$ cat src/rtl/spectrum_bar_writer.sv
// spectrum_bar_writer: turns one frame of FFT bin magnitudes into a bar-graph
// image and writes it pixel-by-pixel into the SDRAM frame buffer over an
// Avalon-MM master write port.
module spectrum_bar_writer #(
    parameter int unsigned NUM_BINS  = 64,
    parameter int unsigned BAR_W     = 5,
    parameter int unsigned HEIGHT    = 240,
    parameter int unsigned MAG_W     = 16,
    parameter int unsigned MAG_SHIFT = 8,
    parameter int unsigned ADDR_W    = 25,
    parameter int unsigned BASE_ADDR = 0
) (
    input  logic              clk_clk,
    input  logic              reset_reset_n,
    input  logic [MAG_W-1:0]  bin_data,
    input  logic              bin_valid,
    output logic              bin_ready,
    input  logic              frame_start,
    input  logic [15:0]       bar_color,
    input  logic [15:0]       bg_color,
    output logic [ADDR_W-1:0] m_address,
    output logic              m_write,
    output logic [15:0]       m_writedata,
    input  logic              m_waitrequest,
    output logic              busy,
    output logic              frame_done
);

    localparam int unsigned WIDTH = NUM_BINS * BAR_W;
    localparam int unsigned XW    = (WIDTH > 1)    ? $clog2(WIDTH)    : 1;
    localparam int unsigned YW    = (HEIGHT > 1)   ? $clog2(HEIGHT)   : 1;
    localparam int unsigned HW    = $clog2(HEIGHT + 1);
    localparam int unsigned BW    = (NUM_BINS > 1) ? $clog2(NUM_BINS) : 1;
    localparam int unsigned SW    = (BAR_W > 1)    ? $clog2(BAR_W)    : 1;

    localparam logic [XW-1:0]     X_LAST   = XW'(WIDTH - 1);
    localparam logic [YW-1:0]     Y_LAST   = YW'(HEIGHT - 1);
    localparam logic [SW-1:0]     S_LAST   = SW'(BAR_W - 1);
    localparam logic [BW-1:0]     B_LAST   = BW'(NUM_BINS - 1);
    localparam logic [HW-1:0]     H_MAX    = HW'(HEIGHT);
    localparam logic [MAG_W-1:0]  MAG_MAX  = MAG_W'(HEIGHT);
    localparam logic [ADDR_W-1:0] ROW_STEP = ADDR_W'(WIDTH);
    localparam logic [ADDR_W-1:0] BASE     = ADDR_W'(BASE_ADDR);

    typedef enum logic [1:0] {
        ST_LOAD,
        ST_ARMED,
        ST_DRAW
    } state_t;

    state_t state, state_next;

    logic [HW-1:0]     heights [NUM_BINS];
    logic [BW-1:0]     idx;
    logic [XW-1:0]     x_cnt;
    logic [YW-1:0]     y_cnt;
    logic [SW-1:0]     sub_cnt;
    logic [BW-1:0]     bin_cnt;
    logic [ADDR_W-1:0] row_base;
    logic [15:0]       bar_q;
    logic [15:0]       bg_q;

    logic [MAG_W-1:0]  mag_shifted;
    logic [HW-1:0]     mag_height;
    logic [HW-1:0]     cur_height;
    logic [HW-1:0]     lit_threshold;
    logic              lit;
    logic              accept_bin;
    logic              accept_pix;

    // Saturate the scaled magnitude to the frame height and decide whether the current pixel is lit.
    always_comb begin
        mag_shifted   = bin_data >> MAG_SHIFT;
        mag_height    = (mag_shifted > MAG_MAX) ? H_MAX : HW'(mag_shifted);
        cur_height    = heights[bin_cnt];
        lit_threshold = H_MAX - cur_height;
        lit           = (HW'(y_cnt) >= lit_threshold);
        accept_bin    = bin_valid && bin_ready;
        accept_pix    = (state == ST_DRAW) && !m_waitrequest;
    end

    // State register.
    always_ff @(posedge clk_clk) begin
        if (!reset_reset_n) begin
            state <= ST_LOAD;
        end else begin
            state <= state_next;
        end
    end

    // Next-state decode and Avalon master outputs.
    always_comb begin
        state_next  = state;
        m_write     = 1'b0;
        busy        = 1'b0;
        m_address   = '0;
        m_writedata = '0;
        case (state)
            ST_LOAD: begin
                if (accept_bin && (idx == B_LAST)) begin
                    state_next = ST_ARMED;
                end
            end
            ST_ARMED: begin
                if (frame_start) begin
                    state_next = ST_DRAW;
                end
            end
            ST_DRAW: begin
                m_write     = 1'b1;
                busy        = 1'b1;
                m_address   = BASE + row_base + ADDR_W'(x_cnt);
                m_writedata = lit ? bar_q : bg_q;
                if (!m_waitrequest && (x_cnt == X_LAST) && (y_cnt == Y_LAST)) begin
                    state_next = ST_LOAD;
                end
            end
            default: state_next = ST_LOAD;
        endcase
    end

    // bin_ready is registered so it stays low on the reset cycle and rises one cycle later.
    always_ff @(posedge clk_clk) begin
        if (!reset_reset_n) begin
            bin_ready  <= 1'b0;
            frame_done <= 1'b0;
        end else begin
            bin_ready  <= (state_next == ST_LOAD);
            frame_done <= (state == ST_DRAW) && (state_next == ST_LOAD);
        end
    end

    // Bin capture, colour latch and raster counters (row base accumulates WIDTH per row).
    always_ff @(posedge clk_clk) begin
        if (!reset_reset_n) begin
            idx      <= '0;
            x_cnt    <= '0;
            y_cnt    <= '0;
            sub_cnt  <= '0;
            bin_cnt  <= '0;
            row_base <= '0;
            bar_q    <= '0;
            bg_q     <= '0;
            for (int unsigned i = 0; i < NUM_BINS; i++) begin
                heights[i] <= '0;
            end
        end else begin
            case (state)
                ST_LOAD: begin
                    if (accept_bin) begin
                        heights[idx] <= mag_height;
                        idx          <= (idx == B_LAST) ? '0 : idx + 1'b1;
                    end
                end
                ST_ARMED: begin
                    if (frame_start) begin
                        bar_q    <= bar_color;
                        bg_q     <= bg_color;
                        x_cnt    <= '0;
                        y_cnt    <= '0;
                        sub_cnt  <= '0;
                        bin_cnt  <= '0;
                        row_base <= '0;
                    end
                end
                ST_DRAW: begin
                    if (accept_pix) begin
                        if (x_cnt == X_LAST) begin
                            x_cnt    <= '0;
                            sub_cnt  <= '0;
                            bin_cnt  <= '0;
                            y_cnt    <= (y_cnt == Y_LAST) ? '0 : y_cnt + 1'b1;
                            row_base <= row_base + ROW_STEP;
                            if (y_cnt == Y_LAST) begin
                                idx <= '0;
                            end
                        end else begin
                            x_cnt <= x_cnt + 1'b1;
                            if (sub_cnt == S_LAST) begin
                                sub_cnt <= '0;
                                bin_cnt <= bin_cnt + 1'b1;
                            end else begin
                                sub_cnt <= sub_cnt + 1'b1;
                            end
                        end
                    end
                end
                default: ;
            endcase
        end
    end

endmodule

$ cat config.mk
export PLATFORM = sky130hd
export DESIGN_NAME = spectrum_bar_writer
export DESIGN_NICKNAME = d
export VERILOG_FILES = /design/src/rtl/spectrum_bar_writer.sv
export SDC_FILE = /design/constraint.sdc
export NUM_CORES = 1
export LEC_CHECK = 0
export ABC_AREA = 1
export BUFFER_PORTS_ARGS = -buffer_cell sky130_fd_sc_hd__buf_2
export CORE_UTILIZATION = 35
export DETAILED_ROUTE_END_ITERATION = 12
export PLACE_DENSITY = 0.52
export SLEW_MARGIN = 5
export SYNTH_ARGS = -nofsm -noshare
export SYNTH_HDL_FRONTEND = slang
export SYNTH_SLANG_ARGS = --single-unit
$ cat constraint.sdc
create_clock -name clk_clk -period 5.3 [get_ports clk_clk]
set_input_delay 0.53 -clock clk_clk [delete_from_list [all_inputs] [get_ports clk_clk]]
set_output_delay 0.53 -clock clk_clk [all_outputs]
set_load 0.02 [all_outputs]
Word level (Yosys, flattened, before mapping):

Memories as Yosys holds them, arrays and structs flattened. A register that Yosys moved wholly into a read port is not among the register bits.
Index checks and enable logic that the tools add are counted.

* add/sub/neg operators: 8
* reductions and logical operators: 17
* $lt $le $gt $ge: 2
* muxes and demuxes: 48
* equal/unequal tests: 12

Operator list (number)
* 25-bit 2-to-1 mux: 4
* 6-bit 2-to-1 mux: 12
* 25-bit one-hot mux with 2 select lines: 1
* 8-bit 2-to-1 mux: 6
* 16-bit 2-to-1 mux: 2
* 9-bit 2-to-1 mux: 3
* 25-bit by 9-bit adder with 25-bit output: 1
* 25-bit by 9-bit adder with 25-bit output (second input constant): 1
* 6-bit one-hot mux with 2 select lines: 2
* 9-bit one-hot mux with 2 select lines: 1
* 8-bit one-hot mux with 2 select lines: 1
* 6-bit by 1-bit adder with 6-bit output (second input constant): 2
* 3-bit 2-to-1 mux: 4
* 9-bit by 1-bit adder with 9-bit output (second input constant): 1
* 9-bit equality test (second input constant): 1
* 8-bit by 1-bit adder with 8-bit output (second input constant): 1
* 8-bit equality test (second input constant): 1
* 8-bit >= comparator: 1
* 8-bit greater-than comparator (second input constant): 1
* 2-bit != test (second input constant): 4
* 4-bit AND reduction: 2
* 8-bit OR reduction: 1
* 8-bit subtractor (first input constant): 1
* 1-bit 2-to-1 mux: 7
* other kinds (17): 26

* memories kept: 1
* RAM bits: 512
* bits of input ports: 53
* logic and storage cells: 99
* flip-flop bits (word level): 93
* output and inout bits: 45

Memory list
* heights: depth 64, bits a word 8, read ports 1, clocked after memory_dff 1, wr ports 64, RTL line 53 `logic [HW-1:0] heights [NUM_BINS];`

Logic depth before layout (Yosys ltp):

* depth in word-level cells: 7
* mapped depth: 25
* mapped depth without buffers: 22

Least setup slack after synthesis:

No wires, ideal clock.

* path type: register to output
* start: register (tool-made name)
* end: output port m_writedata[13]
* buffers on the path: 3
* slack: 1.524 ns
* required time: 4.770 ns
* data arrival time: 3.246 ns
* cell stages (with the launch flop): 23
* cells stage by stage: dfxtp_1 > clkbuf_1 > clkbuf_1 > nand3_1 > nand2_1 > nand2_1 > nand3_1 > nand3_1 > nand2_1 > inv_1 > ha_1 > nand4_1 > nand2_1 > nand2_1 > nand2_1 > ha_1 > nand2_1 > nor2_1 > nand4_1 > o2111ai_1 > clkbuf_1 > o21ai_0 > a21oi_1

RTL lines
* to (decl): RTL line 23 `output logic [15:0] m_writedata,`

==> flow_summary_export.csv <==
group,metric,value,unit
cells_and_area,diodes,0,
cts,root_buffer,"clkbuf_16",
worst_setup_path,r2r-start,"state[1]$_SDFF_PN0_",
floorplan,initial_core_util,35.6,%
detailed_routing,routed_wl,83300,um
worst_setup_path,critPathCapture,"m_writedata[11]",
worst_hold_path,hp-class,"input pin to flop",
logic_synthesis,synth_cells,3132,
floorplan,dieArea,81900,um^2
cts,cts_made_buffers,69,
worst_setup_path,r2r_slack,1.96,ns
grt,grt_pass1_wl,124000,um
cells_and_area,n_fill_cell,7974,
logic_synthesis,ys_warn_count,0,
detailed_routing,drt_iter0_markers,1557,
power,p_total,0.0106,W
cells_and_area,nNetsFinal,3238,
cts,cts_hold_buf,0,
sta,post-route-period-util,95.3,%
cts,clock_path_buffers,3,
worst_setup_path,cp_max_fo,39,
worst_setup_path,critPathBufInv,5,
sta,finalSetupViolations,0,
placement,dp_hpwl,48900,um
logic_synthesis,ys_seq_area_share,61.0,%
sta,maxSlewViolCount,0,
power,clockPowerShare,45.9,%
cells_and_area,multi_input_area,9850,um^2
cts,path_clk_slew,0.06,ns
power,p_leak,12.6,nW
logic_synthesis,syn_avg_cell_area,9.02,um^2
cts,clock-sinks,605,
logic_synthesis,ys.flop_type,"edfxtp_1",
cts,cts_tree,"done",
logic_synthesis,ys_seq_elements,605,
worst_setup_path,critical_path.top_delay_family,"simple AND/OR/NAND/NOR gates",
worst_hold_path,hp-start,"bg_color[3]",
logic_synthesis,synthDistinctLibCells,42,
worst_setup_path,worstSetupPathType,"flop to output pin",
grt,grt_usage,19.7,%
power,netSwitchingFraction,22.1,%
worst_setup_path,worstPathArrival,4.52,ns
sta,hold_violations,0,
logic_synthesis,synth.net_count,3208,
worst_setup_path,endpoint_kind,"output pin",
power,p_per_area,326,nW/um^2
sta,clock.fmax,0.198,GHz
worst_setup_path,ff2ff_path_depth,8,
sta,worstMarginPinSlew,1.18,ns
grt,grt_max_degree,80,
power,p_comb_share,3.8,%
worst_setup_path,crit_top_cell,"nand2_1",
placement,port_buffers,89,
floorplan,row_count,103,
grt,antenna_found_initial,0,
floorplan,die_w,286,um
power,p_seq_share,50.3,%
worst_setup_path,required,4.77,ns
detailed_routing,viasPerCell,5.08,
detailed_routing,num_vias,21666,
grt,grt_pass1_vias,20579,
cells_and_area,seqCellArea,17200,um^2
grt,grt_overflow,0,
cts,clk_latency,0.61,ns
power,p_int,0.00823,W
worst_setup_path,slowest_stage,"dfxtp_4",
cells_and_area,instances_no_fill,4263,
floorplan,io_pins,98,
sta,min_period,5.05,ns
cells_and_area,areaGrowthSynthToFinish,14.9,%
detailed_routing,drcViolationCount,0,
logic_synthesis,synth-edff-count,512,
worst_setup_path,cp-start-kind,"flop",
detailed_routing,ant_nets,0,
cts,ctsHtreeMaxLevel,3,
floorplan,die_h,286,um
logic_synthesis,synth_area,28300,um^2
floorplan,core-area,79400,um^2
placement,place.gp.congestion,0.854,
cells_and_area,fin_area,32500,um^2
cells_and_area,fin_util,40.9,%
worst_setup_path,cp.depth,25,
worst_setup_path,reg2reg_to,"heights[28][7]$_SDFFCE_PN0P_",
logic_synthesis,async_flop_share,0,%
detailed_routing,dr.pass1.iters,5,
status,status,"finished clean",
sta,finalSetupTns,0,ns
worst_hold_path,hold_path_depth,3,
placement,placed_area,29800,um^2
placement,placed_cells,4125,
sta,max_slew_margin,21.2,%
run,drv_cap,0,
power,p_switching,0.00234,W
cells_and_area,layout-drive-gt1-share,10.2,%
sta,fin_skew,0.0237,ns
detailed_routing,wl_per_cell,19.5,um
power,ir_drop,0.000222,V
worst_setup_path,slowest_delay,0.38,ns
==> state kept, by name (all words and copies together), names as in the netlist, named ones only <==
name	count
y_cnt	8
state	2
bar_q	16
bin_cnt	6
x_cnt	9
heights	512
row_base	19
sub_cnt	3
idx	6
bin_ready	1
frame_done	1
bg_q	16
==> worst min-delay path by stage <==
stage,end,slack [ns]
2_1_floorplan,bar_q[0]$_SDFFE_PN0P_,0.43
3_3_place_gp,bar_q[3]$_SDFFE_PN0P_,0.44
3_5_place_dp,bar_q[13]$_SDFFE_PN0P_,0.44
4_1_cts,bg_q[3]$_SDFFE_PN0P_,0.14
5_1_grt,bg_q[6]$_SDFFE_PN0P_,0.17
6_report,bg_q[3]$_SDFFE_PN0P_,0.17
==> Yosys cell counts (18+ instances only) <==
| library cell | number | area [um^2] |
|---|---|---|
| a21oi_1 | 84 | 420 |
| buf_2 | 69 | 345 |
| clkbuf_1 | 106 | 398 |
| dfxtp_1 | 93 | 1860 |
| edfxtp_1 | 512 | 15400 |
| ha_1 | 23 | 288 |
| inv_1 | 104 | 390 |
| nand2_1 | 808 | 3030 |
| nand2_2 | 33 | 206 |
| nand3_1 | 404 | 2020 |
| nor2_1 | 634 | 2380 |
| nor3_1 | 25 | 125 |
| o21ai_0 | 104 | 521 |
| o22ai_1 | 18 | 113 |
==> cells in the final DEF (no fill, tap or decap), types with 5 or more instances in the layout <==
| cell type | n |
|---|---|
| edfxtp_1 | 512 |
| nor2_1 | 634 |
| o21ai_1 | 9 |
| ha_1 | 23 |
| buf_4 | 40 |
| clkinv_2 | 13 |
| nand4_1 | 17 |
| dfxtp_1 | 90 |
| clkinv_1 | 13 |
| buf_16 | 5 |
| nor3_1 | 25 |
| nand2_2 | 33 |
| inv_1 | 99 |
| xor2_1 | 7 |
| a21oi_1 | 84 |
| bufinv_16 | 7 |
| nand2_1 | 804 |
| clkbuf_1 | 17 |
| nor3_4 | 6 |
| nand3_2 | 6 |
| nand3_1 | 399 |
| o21ai_0 | 104 |
| nor3b_1 | 5 |
| clkbuf_16 | 78 |
| o22ai_1 | 18 |
| buf_12 | 10 |
| inv_2 | 6 |
| buf_2 | 88 |
==> worst min-delay path, cell delays in order <==
cell and delay (ns):
buf_2 0.07, o21ai_0 0.07, nor2_1 0.07
==> metrics by stage <==
stage               setup WS, ns  hold slack, ns
floorplan                   1.52           0.430
detailed placement         0.662           0.444
global route             -0.0333           0.174
global placement           0.615           0.440
finish                     0.247           0.172
CTS                      0.00618           0.140
==> metal layers <==
metal	routed length, um	part of all wire [%]	vias up	track usage (%)
met1	36200	43	10386	26.3
met2	40400	48	579	33.0
li1	-	-	10584	-
met5	0	0	-	0
met4	2140	2.6	0	6.16
met3	4610	5.5	117	2.79
==> logic make-up (layout without fill, tap and decap cells) <==
kind of cell               count (synthesis)  after routing  share of synthesized area [%]
adders and majority gates                 23             23                           1.02
xor gates and xnor gates                   8              8                          0.248
AOI/OAI and AO/OA                        236            236                           4.46
DFF                                      605            605                           61.0
buffers and inverters                    312            393                           4.53
and+or+nand+nor                         1948           1948                           28.7
==> power groups by stage <==
stage | Sequential (W) | Clock (W) | Combinational, W
floorplan | 0.00541 | 0 | 0.000241
global placement | 0.00542 | 0 | 0.000404
detailed placement | 0.00542 | 0 | 0.000406
CTS | 0.00532 | 0.00493 | 0.000406
global route | 0.00533 | 0.00511 | 0.000443
finish | 0.00532 | 0.00485 | 0.000402
==> timing repair <==
action                                  in CTS  in global routing
gates resized for setup                      1                 25
cloned                                       0                  8
endpoints found under the setup margin       2                 16
buffers inserted                             0                  9
==> cell type report <==
type / instances / area share, %
Clock buffer: 92 / 5.88
Clock inverter: 30 / 1.09
Inverter: 115 / 1.45
Multi-Input combinational cell: 2215 / 30.4
Sequential cell: 605 / 53.1
Tap cell: 1050 / 4.05
Timing Repair Buffer: 154 / 3.96
Timing Repair inverter: 2 / 0.0694
(Power assumes the default switching activity.)
